--- config.mk ---
export PLATFORM = sky130hd
export DESIGN_NAME = bus_memory_responder
export DESIGN_NICKNAME = d
export VERILOG_FILES = /design/src/rtl/bus_memory_responder.sv
export SDC_FILE = /design/constraint.sdc
export NUM_CORES = 1
export LEC_CHECK = 0
export CORE_ASPECT_RATIO = 1.2
export CORE_MARGIN = 10
export CORE_UTILIZATION = 35
export DETAILED_ROUTE_END_ITERATION = 10
export DONT_BUFFER_PORTS = 1
export GPL_TIMING_DRIVEN = 0
export PLACE_DENSITY = 0.49
export SYNTH_ARGS = -nofsm -noshare
export SYNTH_HDL_FRONTEND = slang
export SYNTH_SLANG_ARGS = --single-unit
--- constraint.sdc ---
create_clock -name clock -period 5.51 [get_ports clock]
set_input_delay 0.551 -clock clock [delete_from_list [all_inputs] [get_ports clock]]
set_output_delay 0.551 -clock clock [all_outputs]
set_load 0.01 [all_outputs]
--- src/rtl/bus_memory_responder.sv ---
// bus_memory_responder
//
// Shared-memory end of the CPU/cache bus. Serves read-miss and write-back
// requests from a small backing store, replying a fixed number of cycles
// after the request is captured.
//
// Handshake (4-phase): the bus raises req with req_write/req_address/req_data
// valid and holds them until it sees resp_valid. The responder captures the
// request only in IDLE, raises resp_valid LATENCY edges after capture, holds
// resp_valid/resp_data while req stays high, and drops resp_valid at the first
// edge where req is low.
//
// Ports:
//   clock        system clock, rising edge
//   reset        synchronous, active-high
//   req          request valid from the bus
//   req_write    1 = write-back, 0 = read
//   req_address  target word address
//   req_data     write-back data
//   resp_valid   response available
//   resp_data    read data, or the written data for a write-back
//   busy         high whenever the FSM is not in IDLE
//   dbg_address  debug peek address
//   dbg_data     combinational view of mem[dbg_address]
module bus_memory_responder #(
    parameter int ADDR_WIDTH = 3,
    parameter int DATA_WIDTH = 4,
    parameter int LATENCY    = 2
) (
    input  logic                  clock,
    input  logic                  reset,
    input  logic                  req,
    input  logic                  req_write,
    input  logic [ADDR_WIDTH-1:0] req_address,
    input  logic [DATA_WIDTH-1:0] req_data,
    output logic                  resp_valid,
    output logic [DATA_WIDTH-1:0] resp_data,
    output logic                  busy,
    input  logic [ADDR_WIDTH-1:0] dbg_address,
    output logic [DATA_WIDTH-1:0] dbg_data
);

    localparam int DEPTH = 2 ** ADDR_WIDTH;
    // Counter starts at LATENCY-1 so that ACK is entered LATENCY edges
    // after the capture edge.
    localparam logic [3:0] COUNT_INIT = 4'(LATENCY - 1);

    typedef enum logic [1:0] {
        ST_IDLE = 2'd0,
        ST_BUSY = 2'd1,
        ST_ACK  = 2'd2
    } state_t;

    state_t                state_q, state_d;
    logic [3:0]            count_q, count_d;
    logic                  lat_write_q, lat_write_d;
    logic [ADDR_WIDTH-1:0] lat_addr_q, lat_addr_d;
    logic [DATA_WIDTH-1:0] lat_data_q, lat_data_d;
    logic                  resp_valid_q, resp_valid_d;
    logic [DATA_WIDTH-1:0] resp_data_q, resp_data_d;
    logic [DATA_WIDTH-1:0] mem_q [DEPTH];
    logic [DATA_WIDTH-1:0] mem_d [DEPTH];

    always_comb begin
        state_d      = state_q;
        count_d      = count_q;
        lat_write_d  = lat_write_q;
        lat_addr_d   = lat_addr_q;
        lat_data_d   = lat_data_q;
        resp_valid_d = resp_valid_q;
        resp_data_d  = resp_data_q;
        mem_d        = mem_q;

        case (state_q)
            ST_IDLE: begin
                if (req) begin
                    lat_write_d = req_write;
                    lat_addr_d  = req_address;
                    lat_data_d  = req_data;
                    count_d     = COUNT_INIT;
                    state_d     = ST_BUSY;
                end
            end
            ST_BUSY: begin
                // req is deliberately not looked at here: a request that is
                // withdrawn early still completes.
                if (count_q != 4'd0) begin
                    count_d = count_q - 4'd1;
                end else begin
                    state_d      = ST_ACK;
                    resp_valid_d = 1'b1;
                    if (lat_write_q) begin
                        mem_d[lat_addr_q] = lat_data_q;
                        resp_data_d       = lat_data_q;
                    end else begin
                        resp_data_d = mem_q[lat_addr_q];
                    end
                end
            end
            ST_ACK: begin
                // resp_data intentionally keeps its last value on exit.
                if (!req) begin
                    resp_valid_d = 1'b0;
                    state_d      = ST_IDLE;
                end
            end
            default: begin
                // Unused encoding recovers to IDLE.
                resp_valid_d = 1'b0;
                state_d      = ST_IDLE;
            end
        endcase
    end

    always_ff @(posedge clock) begin
        if (reset) begin
            state_q      <= ST_IDLE;
            count_q      <= 4'd0;
            lat_write_q  <= 1'b0;
            lat_addr_q   <= '0;
            lat_data_q   <= '0;
            resp_valid_q <= 1'b0;
            resp_data_q  <= '0;
            for (int i = 0; i < DEPTH; i++) begin
                mem_q[i] <= DATA_WIDTH'(i);
            end
        end else begin
            state_q      <= state_d;
            count_q      <= count_d;
            lat_write_q  <= lat_write_d;
            lat_addr_q   <= lat_addr_d;
            lat_data_q   <= lat_data_d;
            resp_valid_q <= resp_valid_d;
            resp_data_q  <= resp_data_d;
            mem_q        <= mem_d;
        end
    end

    assign resp_valid = resp_valid_q;
    assign resp_data  = resp_data_q;
    assign busy       = (state_q != ST_IDLE);
    assign dbg_data   = mem_q[dbg_address];

endmodule

Word-level counts from Yosys, hierarchy flattened
Cells that the tools add are included.
{"block": "totals", "elab_cells": 60, "reg_bits": 51}
{"block": "op_classes", "magnitude_cmp": 3, "reduce_logical": 11, "bitwise_logic": 4, "eq_ne": 6, "n_mux": 20, "add_sub_neg": 1}
{"cell": "$bwmux W32", "count": 1}
{"cell": "$mux W4", "count": 8}
{"cell": "$bmux W4 S3", "count": 2}
{"cell": "$demux W4 S3", "count": 1}
{"cell": "$reduce_and A3 Y1", "count": 4}
{"cell": "$ge A4 B4 Y1 const B", "count": 2}
{"cell": "$ne A2 B2 Y1 const B", "count": 4}
{"cell": "$not A3 Y4", "count": 2}
{"cell": "$pmux W4 S2", "count": 1}
{"cell": "$mux W2", "count": 3}
{"cell": "$pmux W2 S3", "count": 1}
{"cell": "$lt A4 B1 Y1 const B", "count": 1}
{"cell": "$reduce_and A2 Y1", "count": 2}
{"cell": "$reduce_bool A2 Y1", "count": 2}
{"cell": "$reduce_bool A4 Y1", "count": 1}
{"cell": "$sub A4 B1 Y4 const B", "count": 1}
{"cell": "$pmux W1 S3", "count": 1}
{"cell": "$eq A2 B1 Y1 const B", "count": 1}
{"cell": "$eq A2 B2 Y1 const B", "count": 1}
{"cell": "$logic_not A2 Y1", "count": 1}
{"cell": "$mux W1", "count": 2}
{"cell": "$not A1 Y1", "count": 2}
{"cell": "$logic_and A1 B1 Y1", "count": 1}

Depth between registers and ports, before layout
{"block": "depth", "ltp_word": 6, "mapped_depth": 7, "mapped_depth_nobuf": 6}

Worst setup path before layout
Ideal clock, no wire load.
{"block": "synth_timing", "path_type": "in2out", "startpoint": "input port dbg_address[0]", "endpoint": "output port dbg_data[0]", "slack_ps": 3373, "stages": 3, "path_buffers": 1, "arrival_ps": 1586, "path_cell_list": "buf_2 -> mux4_2 -> mux2_2"}
{"block": "synth_between", "elab_chain_len": 4}
{"element": "start, declared", "line_no": "39", "text": "input logic [ADDR_WIDTH-1:0] dbg_address,"}
{"element": "$not A3 Y4 (not written as such)", "line_no": "142", "text": "assign dbg_data = mem_q[dbg_address];"}
{"element": "$bmux W4 S3", "line_no": "142"}
{"element": "$mux W4 (not written as such) (2 in a row)", "line_no": "142"}
{"element": "end, declared", "line_no": "40", "text": "output logic [DATA_WIDTH-1:0] dbg_data"}
No other way between the ends. The select of a mux whose other input is x is not followed.

Final worst setup path
{"block": "layout_timing", "startpoint": "input port dbg_address[0]", "endpoint": "output port dbg_data[2]"}
The elaborated chain is that of the path after synthesis.

==> metrics.cfg <==
[logic_synthesis]
ys_seq_elements=51
synth_cell_type_count=36
ys_seq_area_share_pct=38.5
synth_area_um2=2650
syn_inst=288
syn_nets=304
yosysWarnings=0
syn_avg_cell_area_um2=9.21

[final_layout]
design_area_um2=2840
nFillCells=770
area_growth_pct=6.98
finalNonFillerCells=384
antennaDiodeCount=0
regArea_um2=1020
drive_above_1_share_pct=12.6
multi_input_area_um2=1490
layout_commonest_cell=dfxtp_1
nets=311
mostFrequentLayoutCells=51 x dfxtp_1, 50 x nor2_1, 41 x mux2i_1, 21 x nand2_1, 18 x nor3_1

[routing]
drtAntennaViolNets=0
via_per_inst=5.42
drc=0
routed_wirelength_um=7330
dr.pass1.iters=4
wl_per_cell_um=19.1
num_vias=2080
drtIter0Drc=79

[clocking]
cts-root-buf=clkbuf_8
htree_levels=2
cts_hold_buf=0
cts_setup_buffers=0
cts_resized=0
clk_path_buf_depth=2
clock_latency_ns=0.30
cts_tree=yes
clkSlewWorstSetupHoldPaths_ns=0.08
cts_inserted_buffers=5
cts.sinks=51

[timing]
hold_viol=0
grt_setup_unrepaired=no
final.min_clock_period_ns=2.27
worst-slew-pin-transition_ns=0.624
drv_slew=0
tns_ns=0
max_slew_margin_pct=58.3
timing.final.crit_share_pct=41.2
setup_violations=0
fin_skew_ns=0.00707
max_freq_ghz=0.440
worst_slack_ns=3.24

[setup_path]
path_class=input port to primary output
cp.arrival_ns=1.72
endpoint_kind=primary output
crit_fanout=8
required_ns=4.96
cp-start-kind=input port

[global_route]
grt_pass1_wl_um=12000
grt_max_degree=14
overflow=0
antenna_found_initial=0
grt_pass1_vias=2132
grt.total_usage_pct=13.3

[power_and_ir_drop]
power_mw=0.749
leakagePower_nw=1.01
ir_drop_v=0.000126
power_density_nw_per_um2=264

[placement]
dp_slack_ns=3.22
hpwlAfterDp_um=5570
placedCellCount=378
place_area_um2=2770
routabilityCongestion=0.818
portBuffers=0

[hold_path]
min_path_type=input port to flop

[outcome]
status=completed

[floorplan]
rows=34
initial_core_util_pct=36.3
die-area_um2=11500
die_h_um=115
core-area_um2=7320
ios=24
die_w_um=99.5

[run]
cap_violations=0

-- critical path: stages --
cell and delay [ns]:
buf_2 0.27, mux4_2 0.57, mux2_2 0.32
-- worst paths after layout --
check                               startpoint             to  slack, ns  depth (start not counted)
worst max-delay path            dbg_address[0]    dbg_data[2]       3.24                          3
worst max register to register      count_q[0]       mem_q[6]       3.29                          6
worst min-delay path               req_data[0]  lat_data_q[0]       0.37                          2
worst min register to register      count_q[3]     count_q[3]       0.50                          2
-- flip-flops by register name, summed over array words and instances, names as in the netlist --
signal and cells:
resp_data 4, state_q 2, lat_write_q 1, count_q 4
mem_q 32, lat_addr_q 3, lat_data_q 4, resp_valid 1
-- stage by stage --
stage	utilization (%)	hold WS (ns)
final	38.8	0.375
after global routing	38.8	0.358
after CTS	38.8	0.366
after detailed placement	37.8	0.486
after global placement	37.8	0.477
after floorplan	-	0.452
-- synth_stat cells --
cell type	number	share of area, %
a211oi_1	6	1.7
nand2_1	21	3.0
mux4_2	8	6.8
clkbuf_1	10	1.4
o21ai_0	5	0.94
or3_2	1	0.28
buf_2	6	1.1
nor3_1	18	3.4
or3b_1	1	0.33
nor4_4	2	1.6
nor4_1	1	0.24
nand3_1	1	0.19
a21boi_0	1	0.28
o32ai_1	4	1.3
nor2b_1	4	0.94
buf_4	5	1.4
a31oi_1	1	0.24
a21oi_1	16	3.0
nor4b_4	1	0.90
nand4_1	4	0.94
mux2i_1	41	15
nand3b_1	1	0.28
or3b_2	1	0.33
inv_1	6	0.85
mux2_2	4	1.7
or2_2	2	0.47
ha_1	2	0.94
nor3_4	1	0.61
or3_1	1	0.24
nor3b_1	4	1.1
nand4b_1	1	0.33
buf_6	1	0.42
dfxtp_1	51	38
a211o_1	2	0.66
nor2_1	50	7.1
nand2b_1	4	0.94
-- routing by layer --
metal	global-route usage, %	up-vias	part of all wire, %
met3	3.66	14	4.5
met2	22.5	43	48
met1	15.5	996	45
li1	-	1027	-
met4	5.17	0	2.7
met5	0	-	0
-- cells by family after synthesis --
| family | count (synthesis) | share of synthesized area (%) |
|---|---|---|
| compound gates | 35 | 8.16 |
| fa+ha+maj | 2 | 0.943 |
| buf+inv | 28 | 5.24 |
| mux | 53 | 24.0 |
| flops | 51 | 38.5 |
| simple gates | 119 | 23.2 |
-- layout make-up --
class	count	area share (%)
well taps	90	3.97
clock buffers	6	2.56
inverters	6	0.794
plain buffers	22	4.10
flip-flops and latches	51	36.0
multi-input cells	209	52.6
-- where the power goes --
part	total (mW)	leakage [nW]	switching [mW]	internal [mW]
combinational	0.147	0.562	0.0947	0.0528
sequential	0.399	0.414	0.0145	0.384
clock	0.203	0.0371	0.118	0.0851
total	0.749	1.01	0.227	0.522
(Power assumes the default switching activity.)
